**src/rtl/ctx_stack_pkg.sv**
```systemverilog
// Shared definitions for the context stack: frame geometry, FSM encoding and
// the frame-slot layout used on the 9-word push/pop bus.
package ctx_stack_pkg;

    localparam int FRAME_WORDS = 9;

    typedef enum logic [1:0] {
        ST_IDLE,
        ST_PUSH,
        ST_POP_RD,
        ST_POP_DONE
    } state_e;

    localparam int SLOT_ACC = 0;
    localparam int SLOT_R0  = 1;
    localparam int SLOT_R1  = 2;
    localparam int SLOT_R2  = 3;
    localparam int SLOT_R3  = 4;
    localparam int SLOT_R4  = 5;
    localparam int SLOT_R5  = 6;
    localparam int SLOT_R6  = 7;
    localparam int SLOT_R7  = 8;

    // Word address of one slot within a stored frame.
    function automatic int frame_addr(input int frame, input int slot);
        return frame * FRAME_WORDS + slot;
    endfunction

endpackage

```
**src/rtl/ctx_stack_mem.sv**
```systemverilog
// Single-port frame RAM: synchronous write, synchronous read with one cycle
// of latency (read returns the old word when written in the same cycle).
module ctx_stack_mem #(
    parameter int WIDTH  = 8,
    parameter int WORDS  = 36,
    parameter int ADDR_W = $clog2(WORDS)
) (
    input  logic              clk,
    input  logic              we,
    input  logic [ADDR_W-1:0] addr,
    input  logic [WIDTH-1:0]  wdata,
    output logic [WIDTH-1:0]  rdata
);

    logic [WIDTH-1:0] mem [WORDS];

    // NOTE: storage has no reset; a frame is only read after it was written.
    always_ff @(posedge clk) begin
        if (we) begin
            mem[addr] <= wdata;
        end
        rdata <= mem[addr];
    end

endmodule

```
**src/rtl/ctx_stack.sv**
```systemverilog
// LIFO of register-file frames (ACC, R0..R7). Push writes a captured frame one
// word per cycle; pop reads it back, loads the pop bus and strobes stk_pop_we.
module ctx_stack
    import ctx_stack_pkg::*;
#(
    parameter int WIDTH = 8,
    parameter int DEPTH = 4
) (
    input  logic                       clk,
    input  logic                       rst,
    input  logic                       stk_push_req,
    input  logic                       stk_pop_req,
    input  logic [WIDTH-1:0]           stk_push1,
    input  logic [WIDTH-1:0]           stk_push2,
    input  logic [WIDTH-1:0]           stk_push3,
    input  logic [WIDTH-1:0]           stk_push4,
    input  logic [WIDTH-1:0]           stk_push5,
    input  logic [WIDTH-1:0]           stk_push6,
    input  logic [WIDTH-1:0]           stk_push7,
    input  logic [WIDTH-1:0]           stk_push8,
    input  logic [WIDTH-1:0]           stk_push9,
    output logic [WIDTH-1:0]           stk_pop1,
    output logic [WIDTH-1:0]           stk_pop2,
    output logic [WIDTH-1:0]           stk_pop3,
    output logic [WIDTH-1:0]           stk_pop4,
    output logic [WIDTH-1:0]           stk_pop5,
    output logic [WIDTH-1:0]           stk_pop6,
    output logic [WIDTH-1:0]           stk_pop7,
    output logic [WIDTH-1:0]           stk_pop8,
    output logic [WIDTH-1:0]           stk_pop9,
    output logic                       stk_pop_we,
    output logic                       stk_busy,
    output logic                       stk_full,
    output logic                       stk_empty,
    output logic                       stk_ovf,
    output logic                       stk_unf,
    output logic [$clog2(DEPTH+1)-1:0] stk_level
);

    localparam int          LVL_W     = $clog2(DEPTH + 1);
    localparam int          MEM_WORDS = DEPTH * FRAME_WORDS;
    localparam int          ADDR_W    = $clog2(MEM_WORDS);
    localparam logic [3:0]  LAST_SLOT = 4'(FRAME_WORDS - 1);
    localparam logic [3:0]  POP_END   = 4'(FRAME_WORDS);

    state_e           state;
    logic [3:0]       idx;
    logic [LVL_W-1:0] level;
    logic             rd_vld;
    logic [3:0]       rd_idx;

    logic [WIDTH-1:0] push_w [FRAME_WORDS];
    logic [WIDTH-1:0] snap   [FRAME_WORDS];
    logic [WIDTH-1:0] pop_r  [FRAME_WORDS];

    logic             push_go;
    logic             mem_we;
    logic [LVL_W-1:0] frame;
    logic [3:0]       slot;
    logic [ADDR_W-1:0] mem_addr;
    logic [WIDTH-1:0] mem_rdata;

    assign push_w[SLOT_ACC] = stk_push1;
    assign push_w[SLOT_R0]  = stk_push2;
    assign push_w[SLOT_R1]  = stk_push3;
    assign push_w[SLOT_R2]  = stk_push4;
    assign push_w[SLOT_R3]  = stk_push5;
    assign push_w[SLOT_R4]  = stk_push6;
    assign push_w[SLOT_R5]  = stk_push7;
    assign push_w[SLOT_R6]  = stk_push8;
    assign push_w[SLOT_R7]  = stk_push9;

    assign stk_full  = (level == LVL_W'(DEPTH));
    assign stk_empty = (level == '0);
    assign stk_level = level;
    assign push_go   = (state == ST_IDLE) && stk_push_req && !stk_full;

    // NOTE: every always_comb output gets a value on every path, so no latches.
    always_comb begin
        mem_we   = (state == ST_PUSH);
        frame    = (state == ST_PUSH) ? level : level - 1'b1;
        slot     = (idx > LAST_SLOT) ? LAST_SLOT : idx;
        mem_addr = ADDR_W'(frame_addr(int'(frame), int'(slot)));
    end

    ctx_stack_mem #(
        .WIDTH (WIDTH),
        .WORDS (MEM_WORDS),
        .ADDR_W(ADDR_W)
    ) u_mem (
        .clk  (clk),
        .we   (mem_we),
        .addr (mem_addr),
        .wdata(snap[slot]),
        .rdata(mem_rdata)
    );

    // Frame is frozen at acceptance so the register file may move on meanwhile.
    always_ff @(posedge clk) begin
        if (push_go) begin
            snap <= push_w;
        end
    end

    // NOTE: state registers use non-blocking assignments so every update in
    // this block sees the pre-edge values.
    always_ff @(posedge clk or posedge rst) begin
        if (rst) begin
            state      <= ST_IDLE;
            idx        <= '0;
            level      <= '0;
            stk_busy   <= 1'b0;
            stk_pop_we <= 1'b0;
            stk_ovf    <= 1'b0;
            stk_unf    <= 1'b0;
            rd_vld     <= 1'b0;
            rd_idx     <= '0;
            for (int i = 0; i < FRAME_WORDS; i++) begin
                pop_r[i] <= '0;
            end
        end else begin
            rd_vld <= 1'b0;
            if (rd_vld) begin
                pop_r[rd_idx] <= mem_rdata;
            end
            case (state)
                ST_IDLE: begin
                    if (push_go) begin
                        state    <= ST_PUSH;
                        idx      <= '0;
                        stk_busy <= 1'b1;
                    end else if (stk_push_req) begin
                        stk_ovf <= 1'b1;
                    end else if (stk_pop_req && !stk_empty) begin
                        state    <= ST_POP_RD;
                        idx      <= '0;
                        stk_busy <= 1'b1;
                    end else if (stk_pop_req) begin
                        stk_unf <= 1'b1;
                    end
                end
                ST_PUSH: begin
                    if (idx == LAST_SLOT) begin
                        level    <= level + 1'b1;
                        state    <= ST_IDLE;
                        stk_busy <= 1'b0;
                    end else begin
                        idx <= idx + 1'b1;
                    end
                end
                ST_POP_RD: begin
                    // One extra cycle drains the last read before the strobe.
                    if (idx == POP_END) begin
                        level      <= level - 1'b1;
                        state      <= ST_POP_DONE;
                        stk_pop_we <= 1'b1;
                    end else begin
                        rd_vld <= 1'b1;
                        rd_idx <= idx;
                        idx    <= idx + 1'b1;
                    end
                end
                ST_POP_DONE: begin
                    stk_pop_we <= 1'b0;
                    stk_busy   <= 1'b0;
                    state      <= ST_IDLE;
                end
                default: state <= ST_IDLE;
            endcase
        end
    end

    assign stk_pop1 = pop_r[SLOT_ACC];
    assign stk_pop2 = pop_r[SLOT_R0];
    assign stk_pop3 = pop_r[SLOT_R1];
    assign stk_pop4 = pop_r[SLOT_R2];
    assign stk_pop5 = pop_r[SLOT_R3];
    assign stk_pop6 = pop_r[SLOT_R4];
    assign stk_pop7 = pop_r[SLOT_R5];
    assign stk_pop8 = pop_r[SLOT_R6];
    assign stk_pop9 = pop_r[SLOT_R7];

endmodule
```
**config.mk**
```make
export PLATFORM = sky130hd
export DESIGN_NAME = ctx_stack
export DESIGN_NICKNAME = d
export VERILOG_FILES = /design/src/rtl/ctx_stack_pkg.sv /design/src/rtl/ctx_stack_mem.sv /design/src/rtl/ctx_stack.sv
export SDC_FILE = /design/constraint.sdc
export NUM_CORES = 1
export LEC_CHECK = 0
export CELL_PAD_IN_SITES_DETAIL_PLACEMENT = 1
export CELL_PAD_IN_SITES_GLOBAL_PLACEMENT = 1
export CORE_MARGIN = 4
export CORE_UTILIZATION = 26
export CTS_BUF_LIST = sky130_fd_sc_hd__clkbuf_4
export DETAILED_ROUTE_END_ITERATION = 10
export MAX_ROUTING_LAYER = met4
export PLACE_DENSITY_LB_ADDON = 0.1
export SETUP_SLACK_MARGIN = 0.5
export SYNTH_ARGS = -nofsm -noshare
export SYNTH_HDL_FRONTEND = slang
export SYNTH_SLANG_ARGS = --single-unit
```
**constraint.sdc**
```tcl
create_clock -name clk -period 4.9 [get_ports clk]
set_input_delay 1.47 -clock clk [delete_from_list [all_inputs] [get_ports clk]]
set_output_delay 1.47 -clock clk [all_outputs]
set_load 0.03 [all_outputs]
```
* Word level (Yosys, flattened, before mapping) *
Memory sizes are Yosys's and may differ from the RTL's. A register that Yosys moved wholly into a read port is not among the register bits.
Index checks and enable logic that the tools add are counted.

word-level totals
  memories = 1
  word-level logic and storage cells = 109
  bits in writable memories = 288
  bits of input ports = 76
  register bits after elaboration = 162
  output and inout bits = 81

operators by class
  magnitude comparators = 4
  equality and inequality tests = 12
  multipliers = 1
  reductions and logical operators = 20
  add/subtract/negate cells = 4
  multiplexer cells = 34
  bitwise operators = 6

memories
  memory     depth  width  read ports  clocked after Yosys merged registers in  write ports  RTL line             RTL
  u_mem.mem  36     8      1           1                                        1            ctx_stack_mem.sv:15  logic [WIDTH-1:0] mem [WORDS];

operators with widths
  cell                                                                           count
  72-bit bitwise mux                                                             1
  8-bit binary-select mux with 4-bit select                                      1
  8-bit demux with 4-bit select                                                  1
  4-bit 2-to-1 mux                                                               6
  8-bit 2-to-1 mux                                                               3
  4-bit one-hot mux with 3 select lines                                          1
  5-bit greater-or-equal comparator (second input constant)                      2
  2-bit 2-to-1 mux                                                               5
  4-bit inverter with 5-bit output                                               2
  5-bit AND reduction                                                            2
  1-bit 2-to-1 mux                                                               9
  3-bit 2-to-1 mux                                                               3
  4-bit == test (second input constant)                                          2
  2-bit one-hot mux with 4 select lines                                          1
  4-bit AND reduction                                                            2
  6-bit by 4-bit adder with 6-bit output                                         1
  3-bit by 4-bit multiplier with 6-bit output (second input constant)            1
  2-bit inequality test (second input constant)                                  3
  3-bit one-hot mux with 2 select lines                                          1
  3-bit AND reduction                                                            2
  3-bit nonzero test                                                             2
  5-bit by 1-bit less-than comparator with 1-bit output (second input constant)  1
  4-bit by 1-bit adder with 4-bit output (second input constant)                 1
  2-bit == test (second input constant)                                          2
  17 further kinds                                                               26

* Logic depth before layout (Yosys ltp) *
  depth in word-level cells = 7
  gate-level depth with buffers = 20
  mapped depth without buffers = 14

* Modules after synthesis *
Synthesis repeated with hierarchy kept, for this count alone.

second synthesis, totals
  cells, all modules = 1099
  area total of the unflattened synthesis = 18459.0 µm²

modules (own cells, without submodules)
  module         cells an instance  seq. area each (µm²)  times used  area an instance (µm²)
  ctx_stack_mem  628                8808.4                1           11512.3
  ctx_stack      471                4414.2                1           6946.7

* Least setup slack after synthesis *
OpenSTA, ideal clock, no wires.

  path type = register to register
  from = reg idx[0]
  to = mem u_mem.mem[34][0] (enable)
  stages on the path, launching flop included = 19
  library setup time = 0.370 ns
  data required time = 4.530 ns
  path slack = 0.305 ns
  period minus slack after synthesis = 4.595 ns
  buffers on the path = 7
  arrival time = 4.225 ns
  cell sequence = dfrtp_1 buf_2 buf_2 inv_1 ha_1 nor2b_1 o21ai_4 buf_4 inv_1 ha_1 ha_1 fa_1 buf_2 buf_2 buf_2 buf_2 nor2b_1 nand2_1 nor2_1

between the ends
  longest elaborated chain between the ends = 3

ends and longest elaborated chain
  element                                   RTL line             RTL
  from (decl)                               ctx_stack.sv:47      logic [3:0] idx;
  from (signal assigned)                    ctx_stack.sv:148     idx <= idx + 1'b1;
  from (signal assigned)                    ctx_stack.sv:160     idx <= idx + 1'b1;
  4-bit greater-than comparator             ctx_stack.sv:82      slot = (idx > LAST_SLOT) ? LAST_SLOT : idx;
  4-bit 2-to-1 mux *                        ctx_stack.sv:82
  6-bit by 4-bit adder with 6-bit output *  ctx_stack_pkg.sv:26  return frame * FRAME_WORDS + slot;
  to (decl)                                 ctx_stack_mem.sv:15

Mark *: on every way between the ends. The rest lies on a longest branch, timed or not.

* Worst setup path after layout *
  from = reg level[1] (netlist: stk_level[1])
  to = reg u_mem.rdata[2], read port of u_mem.mem

between the ends
  longest elaborated chain between the ends = 4

ends and longest elaborated chain
  element                                        RTL line             RTL
  from (decl)                                    ctx_stack.sv:48      logic [LVL_W-1:0] level;
  from (signal assigned)                         ctx_stack.sv:144     level <= level + 1'b1;
  from (signal assigned)                         ctx_stack.sv:154     level <= level - 1'b1;
  3-bit by 1-bit subtractor with 3-bit output    ctx_stack.sv:81      frame = (state == ST_PUSH) ? level : level - 1'b1;
  3-bit 2-to-1 mux *                             ctx_stack.sv:81
  3-bit by 4-bit multiplier with 6-bit output *  ctx_stack_pkg.sv:26
  6-bit by 4-bit adder with 6-bit output *       ctx_stack_pkg.sv:26
  to (decl)                                      ctx_stack_mem.sv:12  output logic [WIDTH-1:0] rdata

Marked as above.
A chain may end at the register's enable or synchronous reset.

==> results.sh <==
export IMPL_max_stage_delay_ps=950
export IMPL_crit_start="stk_level[1]$_DFFE_PP0P_"
export IMPL_top_regs="u_mem.mem: 288 flops, snap: 72 flops"
export IMPL_async_flop_share_pct=19.7
export IMPL_die_height_um=274
export IMPL_vias=10699
export IMPL_yosysMostFrequentCell="edfxtp_1"
export IMPL_finalNonFillerCells=2389
export IMPL_wl_met2_um=27300
export IMPL_first_iter_violations=565
export IMPL_antenna_found_initial=2
export IMPL_status="finished, final reports clean"
export IMPL_clockBufferDepth=3
export IMPL_fin_tns_setup_ps=0
export IMPL_worst_path_max_delay_cell="fa_4"
export IMPL_rows=97
export IMPL_crit_chain="inv_1 > ha_1 > nor2b_2 > xnor2_2 > inv_1 > ha_1 > fa_4 > clkbuf_4 > buf_4 > buf_4 > mux2i_1 > o22ai_1 > a21oi_1 > o211ai_1"
export IMPL_tightest_slew_ps=1200
export IMPL_worst_hold_startpoint="stk_ovf$_DFFE_PP0P_"
export IMPL_hold_viol_final=0
export IMPL_min_path_type="flip-flop to flip-flop"
export IMPL_wl_met3_um=2070
export IMPL_track_usage_pct=15.5
export IMPL_synth_top_area_share_pct=58.8
export IMPL_rsz0062_at_grt="false"
export IMPL_ant_nets=0
export IMPL_max_cap_viol_count=0
export IMPL_dpl_worst_slack_ps=256
export IMPL_netlist_area_um2=18400
export IMPL_synth_area_leader_cell="edfxtp_1"
export IMPL_start_util_pct=26.3
export IMPL_h_tree_depth=4
export IMPL_synth_main_ff_cell="edfxtp_1"
export IMPL_period_minus_slack_ps=4190
export IMPL_synth_area_leaders="edfxtp_1, dfrtp_1, mux2_2, mux4_2, mux2i_1"
export IMPL_wl_per_cell_um=23.3
export IMPL_regToRegStartpoint="stk_level[1]$_DFFE_PP0P_"
export IMPL_yosys_top_cells_count="edfxtp_1, mux2_2, dfrtp_1"
export IMPL_worstPathRequired_ps=5670
export IMPL_synth_fp_nets=1161
export IMPL_grt_ovfl_total=0
export IMPL_dp_cells=2157
export IMPL_drt_met1_wl_um=25100
export IMPL_grt_max_degree=45
export IMPL_drive_gt1_share_pct=33.8
export IMPL_fillers=7250
export IMPL_clkSlewWorstSetupHoldPaths_ps=60
export IMPL_dp_hpwl_um=35900
export IMPL_synth_seq_cells=458
export IMPL_regMostFlops="u_mem.mem"
export IMPL_syn_to_final_growth_pct=27.1
export IMPL_relSlewSlack_pct=20.1
export IMPL_synth_area_per_cell_um2=17.3
export IMPL_fp_dieArea_um2=75100
export IMPL_clock_fmax_mhz=238
export IMPL_drt_pass1_iterations=4
export IMPL_setup_violations=0
export IMPL_period_share_pct=85.6
export IMPL_largest_reg_flops=288
export IMPL_wl_um=55700
export IMPL_cts_sinks=458
export IMPL_drc=0
export IMPL_ctsRootBufferMaster="clkbuf_4"
export IMPL_finalClockSkew_ps=70.8
export IMPL_synth_edf_count=360
export IMPL_gp_congestion=0.751
export IMPL_cp_data_arrival_time_ps=4970
export IMPL_grt_pass1_vias=11834
export IMPL_synth_seq_area_share_pct=71.9
export IMPL_die_w_um=274
export IMPL_slew_violations=0
export IMPL_path_max_fanout=8
export IMPL_top_layer="met4"
export IMPL_synthCells=1066
export IMPL_numPortBuffers=156
export IMPL_cts_tree="yes"
export IMPL_startpoint_type="flip-flop"
export IMPL_cp_end_kind="flip-flop"
export IMPL_ys_types=61
export IMPL_ios=157
export IMPL_insertion_delay_ps=920
export IMPL_final_nets=1454
export IMPL_core_area_um2=70000
export IMPL_yosysWarnings=0
export IMPL_grt_pass1_wl_um=81700
export IMPL_crit_type="flip-flop to flip-flop"
export IMPL_fin_ws_ps=705
export IMPL_routed_via_density=4.48
export IMPL_cts_buffers=136
export IMPL_whs_ps=476
final cells by class:
class,count,area [µm²],area share [%]
well taps,940,1180,5.03
flip-flops and latches,458,13200,56.6
clock buffers,199,1490,6.39
inverters,21,80.1,0.343
multi-input cells,532,5170,22.1
diodes,2,5.00,0.0214
repair buffers,210,2020,8.63
clock inverters,27,203,0.867
placed cells by master, fill, tap and decap left out, drive strengths merged, types with 3 or more instances in the layout:
master,count
edfxtp,360
nor3,5
or2,6
a211o,4
nand2b,3
clkinv,17
and2,4
nand3b,5
a22o,10
ha,18
clkdlybuf4s50,156
a221oi,16
a21oi,43
o21ai,19
dfrtp,90
o211ai,4
mux4,44
mux2,97
nor3b,3
clkbuf,200
xnor2,5
a31o,3
buf,53
a21o,3
a22oi,17
nor2,61
nor2b,13
inv,26
bufinv,3
mux2i,63
dfxtp,8
nand2,37
nand3,12
o22ai,12
layer usage:
layer	GRT usage (%)	up-vias
li1	-	4821
met1	19.6	5533
met2	24.6	238
met3	3.51	107
met4	5.43	0
met5	-	-
repair_timing:
item,4_1_cts,5_1_grt
pin swaps,1,1
hold buffers,0,0
buffers inserted,1,3
setup endpoints to repair,62,90
resized for setup,5,7
through the flow:
| stage | instance area (µm²) | utilization (%) |
|---|---|---|
| 2_1_floorplan | 18600 | - |
| 3_3_place_gp | 21600 | 30.8 |
| 3_5_place_dp | 21600 | 30.8 |
| 4_1_cts | 23300 | 33.3 |
| 5_1_grt | 23400 | 33.4 |
| 6_report | 23400 | 33.4 |
worst paths after layout:
| kind | endpoint | slack (ps) | depth (start not counted) |
|---|---|---|---|
| hold reg to reg | stk_ovf$_DFFE_PP0P_ | 480 | 1 |
| setup / recovery | u_mem.rdata[2]$_DFF_P_ | 710 | 14 |
| min in group asynchronous | stk_pop9[1]$_DFFE_PP0P_ | 940 | 2 |
| max in group asynchronous | stk_pop4[4]$_DFFE_PP0P_ | 3090 | 3 |
| setup reg to reg | u_mem.rdata[2]$_DFF_P_ | 710 | 14 |
| hold / removal | stk_ovf$_DFFE_PP0P_ | 480 | 1 |
cells by family (layout without fill, tap and decap cells):
logic type	count (synthesis)	in the layout	synth area share (%)
AOI/OAI and AO/OA	145	145	5.48
buffers and inverters	76	457	2.06
and+or+nand+nor	156	156	4.01
other	0	2	0
DFF	458	458	71.9
muxes	204	204	14.8
adders and majority gates	19	19	1.33
xor gates and xnor gates	8	8	0.456
critical path, delay by kind of cell, from the launching register on:
family	cells	cell delay, ps
AO/OA/AOI/OAI	3	610
XOR/XNOR	1	150
adder cells (fa/ha/maj)	3	1470
buffers and inverters	5	720
flip-flops	1	390
multiplexers	1	470
AND/OR/NAND/NOR	1	220
Power is not shown: default switching activity piles up to over one toggle a cycle in this logic, so the estimate is an artifact.
